<file path="src/rtl/tone_gen_pkg.sv">
// Shared definitions for the tone generator's audio output path.
package tone_gen_pkg;
    localparam int SAMPLE_WIDTH = 16;
    localparam int FRAME_SLOTS  = 32;

    typedef enum logic {
        IDLE = 1'b0,
        RUN  = 1'b1
    } state_t;
endpackage

</file>
<file path="src/rtl/sample_serializer_if.sv">
// Sample input and DAC pin bundle for the serial audio transmitter.
interface sample_serializer_if;
    import tone_gen_pkg::*;

    logic [SAMPLE_WIDTH-1:0] data_in;
    logic                    data_valid_in;
    logic                    flag_clear_in;
    logic                    bclk_out;
    logic                    lrck_out;
    logic                    sdata_out;
    logic                    busy_out;
    logic                    overrun_out;
    logic                    underrun_out;

    modport master (
        output data_in, data_valid_in, flag_clear_in,
        input  bclk_out, lrck_out, sdata_out, busy_out, overrun_out, underrun_out
    );

    modport slave (
        input  data_in, data_valid_in, flag_clear_in,
        output bclk_out, lrck_out, sdata_out, busy_out, overrun_out, underrun_out
    );
endinterface

</file>
<file path="src/rtl/bclk_divider.sv">
// Bit-clock generator: free-runs while enabled, toggles bclk every CLK_DIV cycles.
module bclk_divider #(
    parameter int CLK_DIV = 8
) (
    input  logic clk_in,
    input  logic reset_n_in,
    input  logic en,
    output logic bclk,
    output logic rise_stb,
    output logic fall_stb
);
    localparam logic [7:0] TC = 8'(CLK_DIV - 1);

    logic [7:0] div_cnt;
    logic       tc_hit;

    assign tc_hit   = en && (div_cnt == TC);
    // Strobes mark the cycle whose closing edge moves bclk, so the consumer updates in lockstep.
    assign rise_stb = tc_hit && !bclk;
    assign fall_stb = tc_hit && bclk;

    always_ff @(posedge clk_in or negedge reset_n_in) begin
        if (!reset_n_in) begin
            div_cnt <= '0;
            bclk    <= 1'b0;
        end else if (!en) begin
            div_cnt <= '0;
            bclk    <= 1'b0;
        end else if (tc_hit) begin
            div_cnt <= '0;
            bclk    <= ~bclk;
        end else begin
            div_cnt <= div_cnt + 8'd1;
        end
    end
endmodule

</file>
<file path="src/rtl/sample_serializer.sv">
// Left-justified stereo serializer: one held sample, repeated in both slots of each frame.
//   state | meaning
//   IDLE  | no sample yet; all pins low, waiting for the holding buffer to fill
//   RUN   | streaming frames forever; left only through reset
module sample_serializer
    import tone_gen_pkg::*;
#(
    parameter int CLK_DIV = 8
) (
    input  logic                clk_in,
    input  logic                reset_n_in,
    sample_serializer_if.slave  bus
);
    localparam int SLOT_W = $clog2(FRAME_SLOTS);
    localparam logic [SLOT_W-1:0] LAST_SLOT = SLOT_W'(FRAME_SLOTS - 1);

    state_t                  state;
    logic [SAMPLE_WIDTH-1:0] hold_buf;
    logic [SAMPLE_WIDTH-1:0] frame_buf;
    logic [SAMPLE_WIDTH-1:0] next_frame;
    logic                    hold_full;
    logic [SLOT_W-1:0]       slot_cnt;
    logic [SLOT_W-1:0]       slot_next;
    logic                    bclk;
    logic                    rise_stb;
    logic                    fall_stb;
    logic                    boundary;
    logic                    load;
    logic                    lrck;
    logic                    sdata;
    logic                    busy;
    logic                    overrun;
    logic                    underrun;

    bclk_divider #(.CLK_DIV(CLK_DIV)) u_bclk_divider (
        .clk_in     (clk_in),
        .reset_n_in (reset_n_in),
        .en         (state == RUN),
        .bclk       (bclk),
        .rise_stb   (rise_stb),
        .fall_stb   (fall_stb)
    );

    assign boundary   = fall_stb && (slot_cnt == LAST_SLOT);
    assign load       = hold_full && ((state == IDLE) || boundary);
    assign next_frame = load ? hold_buf : frame_buf;
    assign slot_next  = slot_cnt + 1'b1;

    always_ff @(posedge clk_in or negedge reset_n_in) begin
        if (!reset_n_in) begin
            state     <= IDLE;
            hold_buf  <= '0;
            hold_full <= 1'b0;
            frame_buf <= '0;
            slot_cnt  <= '0;
            lrck      <= 1'b0;
            sdata     <= 1'b0;
            busy      <= 1'b0;
            overrun   <= 1'b0;
            underrun  <= 1'b0;
        end else begin
            // A strobe coinciding with a load refills the buffer, so hold_full stays set.
            if (bus.data_valid_in) begin
                hold_buf  <= bus.data_in;
                hold_full <= 1'b1;
            end else if (load) begin
                hold_full <= 1'b0;
            end
            if (load) frame_buf <= hold_buf;

            if (bus.data_valid_in && hold_full && !load) overrun <= 1'b1;
            else if (bus.flag_clear_in)                  overrun <= 1'b0;

            if (boundary && !hold_full)  underrun <= 1'b1;
            else if (bus.flag_clear_in)  underrun <= 1'b0;

            case (state)
                IDLE: begin
                    if (hold_full) begin
                        state    <= RUN;
                        busy     <= 1'b1;
                        slot_cnt <= '0;
                        lrck     <= 1'b0;
                        sdata    <= next_frame[SAMPLE_WIDTH-1];
                    end
                end
                RUN: begin
                    if (fall_stb) begin
                        slot_cnt <= slot_next;
                        lrck     <= slot_next[SLOT_W-1];
                        sdata    <= next_frame[4'(SAMPLE_WIDTH - 1) - slot_next[3:0]];
                    end
                end
                default: state <= IDLE;
            endcase
        end
    end

    assert property (@(posedge clk_in) disable iff (!reset_n_in) !(rise_stb && fall_stb));

    assign bus.bclk_out     = bclk;
    assign bus.lrck_out     = lrck;
    assign bus.sdata_out    = sdata;
    assign bus.busy_out     = busy;
    assign bus.overrun_out  = overrun;
    assign bus.underrun_out = underrun;
endmodule

</file>
<file path="src/flat_wrapper.sv">
// flat-port wrapper written by rule: the top's interface ports become plain ports
module sample_serializer_flat import tone_gen_pkg::*;
#(
    parameter int CLK_DIV = 8
)
  (clk_in, reset_n_in, bus_data_in, bus_data_valid_in, bus_flag_clear_in, bus_bclk_out, bus_lrck_out, bus_sdata_out, bus_busy_out, bus_overrun_out, bus_underrun_out);
  sample_serializer_if bus_i ();
  input  logic clk_in;
  input  logic reset_n_in;
  input wire logic [$bits(bus_i.data_in)-1:0] bus_data_in;
  input wire logic [$bits(bus_i.data_valid_in)-1:0] bus_data_valid_in;
  input wire logic [$bits(bus_i.flag_clear_in)-1:0] bus_flag_clear_in;
  output wire logic [$bits(bus_i.bclk_out)-1:0] bus_bclk_out;
  output wire logic [$bits(bus_i.lrck_out)-1:0] bus_lrck_out;
  output wire logic [$bits(bus_i.sdata_out)-1:0] bus_sdata_out;
  output wire logic [$bits(bus_i.busy_out)-1:0] bus_busy_out;
  output wire logic [$bits(bus_i.overrun_out)-1:0] bus_overrun_out;
  output wire logic [$bits(bus_i.underrun_out)-1:0] bus_underrun_out;
  assign bus_i.data_in = bus_data_in;
  assign bus_i.data_valid_in = bus_data_valid_in;
  assign bus_i.flag_clear_in = bus_flag_clear_in;
  assign bus_bclk_out = bus_i.bclk_out;
  assign bus_lrck_out = bus_i.lrck_out;
  assign bus_sdata_out = bus_i.sdata_out;
  assign bus_busy_out = bus_i.busy_out;
  assign bus_overrun_out = bus_i.overrun_out;
  assign bus_underrun_out = bus_i.underrun_out;
  sample_serializer #(.CLK_DIV(CLK_DIV)) u_core (.clk_in(clk_in), .reset_n_in(reset_n_in), .bus(bus_i));
endmodule
</file>
<file path="config.mk">
export PLATFORM = sky130hd
export DESIGN_NAME = sample_serializer_flat
export DESIGN_NICKNAME = d
export VERILOG_FILES = /design/src/rtl/tone_gen_pkg.sv /design/src/rtl/sample_serializer_if.sv /design/src/rtl/bclk_divider.sv /design/src/rtl/sample_serializer.sv /design/src/flat_wrapper.sv
export SDC_FILE = /design/constraint.sdc
export NUM_CORES = 1
export LEC_CHECK = 0
export CAP_MARGIN = 20
export CORE_MARGIN = 2
export CORE_UTILIZATION = 45
export CTS_CLUSTER_SIZE = 14
export DETAILED_ROUTE_END_ITERATION = 8
export PLACE_DENSITY = 0.66
export SLEW_MARGIN = 25
export SYNTH_ARGS = -nofsm -noshare
export SYNTH_HDL_FRONTEND = slang
export SYNTH_HIERARCHICAL = 1
export SYNTH_SLANG_ARGS = --single-unit
</file>
<file path="constraint.sdc">
create_clock -name clk_in -period 8.5 [get_ports clk_in]
set_input_delay 1.7 -clock clk_in [delete_from_list [all_inputs] [get_ports clk_in]]
set_output_delay 1.7 -clock clk_in [all_outputs]
set_load 0.05 [all_outputs]
</file>
==> run metrics <==
Max Buffers Root-to-Sink 2; Initial DRT Pass Iterations 4; Crit Path Category reg2out; total congestion overflow 0; area of the multi-input gates 1030 um2; Arr. time, crit path 1.53 ns; Detail Route Antenna Nets 0; Row Count 26; crit-path cells clkdlybuf4s50_1; FMAX 310 MHz; Initial Util 46.9%; number of port buffers 25; register share of total power 51.0%; HP Class reg2reg; largest net degree at the start of global routing 53; max incr delay on CP 0.82 ns; VDD IR max 0.106 mV; Clock power frac 21.7%; clock sinks 52; vias in the first global route 1575; final worst path period share 38.0%; Syn-to-layout area delta 16.0%; Routed Wire Length 4.12 mm; worst r2r src u_core/state$_DFF_PN0_; Clock Latency Late Sink 0.30 ns; Setup WS pre-CTS 5.22 ns; share of cells above drive strength 1 27.3%; post-route minimum period 3.23 ns; Slew HR 45.4%; CTS H-tree depth 2; setup ws final 5.27 ns; die area 5950 um2; worst hold start u_core/bus.busy_out$_DFFE_PN0P_; die width 77.2 um; CP Launch Point u_core/slot_cnt[4]$_DFFE_PN0P_; Post-CTS Setup Inserts 0; crit path buf inv count 1; Setup crit end kind output port; post-route setup TNS 0 ns; P per Cell Area 232 nW/um2; final hold violations 0; Worst-path clk slew 0.09 ns; Avg WL per Cell 14.8 um; core area 5140 um2; Setup violations, final 0; GP Congestion 0.713; initial antenna violation count 0; Inserted Clock Buffers 5; Ant. Diodes 0; fin cells 279; slowest CP cell clkdlybuf4s50_1; Mapped Area 2410 um2; root buf cell clkbuf_8; # Max-Cap Violations 0; Psw 203 uW; Vias 1475; delay-heaviest family, CP buffers and inverters; CP required 6.80 ns; CTS tree built; CP max FO 4; hold_buf cts 0; post-cts resize count 0; Slew @ Worst Pin 0.816 ns; Ports 26; dpl cells 271; RSZ-0062 raised after global routing no; fin. max-slew vios 0; Filler cells 463; Comb pwr share 27.3%; Avg Cell Area, Syn 13.1 um2; status complete, no violations; routed vias/inst 5.29; Core Util, Final 54.4%; skew final 0.00736 ns; Final Net Count 232; Syn Inst Count 184; Initial DRC Count 87; register area 1300 um2; GR Util All Layers 15.6%; Leakage 1.21 nW; first-pass GRT wire length 7.33 mm; hpwl dp 3.02 mm; synth warn 6; die height 77.2 um; Synth Net Count 208; Post-route DRC 0; Internal Power 446 uW; Sw Ratio 31.3%; Startpoint Class register
path summary, 6_finish.rpt:
kind                            depth (start not counted)  slack, ns                                         end
min in group asynchronous                               1       1.42  u_core/u_bclk_divider/div_cnt[7]$_DFF_PN0_
worst max register to register                          9       5.28            u_core/bus.sdata_out$_DFFE_PN0P_
worst max-delay path                                    1       5.27                                bus_lrck_out
worst min-delay path                                    1       0.49             u_core/bus.busy_out$_DFFE_PN0P_
worst min register to register                          1       0.49             u_core/bus.busy_out$_DFFE_PN0P_
max in group asynchronous                               1       6.65            u_core/bus.sdata_out$_DFFE_PN0P_
power groups by stage:
stage                     combinational (mW)  clock, mW  sequential, mW
after floorplan                        0.121          0           0.339
after global placement                 0.172          0           0.332
after detailed placement               0.181          0           0.337
after CTS                              0.181      0.147           0.332
after global routing                   0.196      0.157           0.340
final                                  0.178      0.141           0.331
cell type report:
cell class / instances / area share, %
flip-flops and latches: 52 / 46.6
multi-input cells: 116 / 36.9
repair buffers: 26 / 9.14
well taps: 70 / 3.13
clock buffers: 6 / 2.96
inverters: 7 / 0.940
clock inverters: 2 / 0.358
cells in the final DEF, fill, tap and decap left out:
cell,instances
dfrtp_1,52
a22o_1,4
nand4_1,3
a21oi_1,5
mux4_2,6
or4b_2,1
clkinv_2,2
nand3b_1,2
xnor2_1,3
buf_4,2
a21bo_2,1
xor2_1,4
and3_1,1
or3_1,5
clkbuf_8,6
o211ai_1,1
inv_1,7
ha_1,4
o22ai_1,2
nand2_2,1
nor3_1,1
nor4_1,1
nand4bb_1,1
o21ai_0,8
a31o_2,1
nand4b_1,1
clkdlybuf4s50_1,24
or3_4,1
a21boi_0,1
mux2_2,36
nand2_1,4
nand3_1,8
o2bb2ai_1,1
nor2_1,7
nand2b_1,2
registers in the layout, indices dropped and copies added (netlist names), 5 cells and up:
register,cells
u_core/slot_cnt,5
u_core/u_bclk_divider/div_cnt,8
u_core/frame_buf,16
u_core/hold_buf,16
routing by layer:
layer  vias to the layer above  track usage [%]  share of wire, %
met5                         -                0                 0
met4                         0             4.82               1.2
met3                         5             4.24               3.2
met2                        21             26.4                52
met1                       738             19.3                44
li1                        711                -                 -
per-stage QoR:
step	instance area [um2]	hold WS, ns	total power [mW]
floorplan	2410	0.467	0.460
global placement	2700	0.454	0.503
detailed placement	2700	0.464	0.517
CTS	2790	0.495	0.659
global route	2790	0.529	0.692
finish	2790	0.494	0.649
worst register-to-register path, cell delays in order, from the launching register on:
cell and delay, ns:
dfrtp_1 0.73, inv_1 0.22, nor4_1 0.31, buf_4 0.22, nand2_2 0.08, a21bo_2 0.40, mux4_2 0.51, mux4_2 0.47
nand2_1 0.07, o211ai_1 0.08
Power figures use the tool's default switching activity.
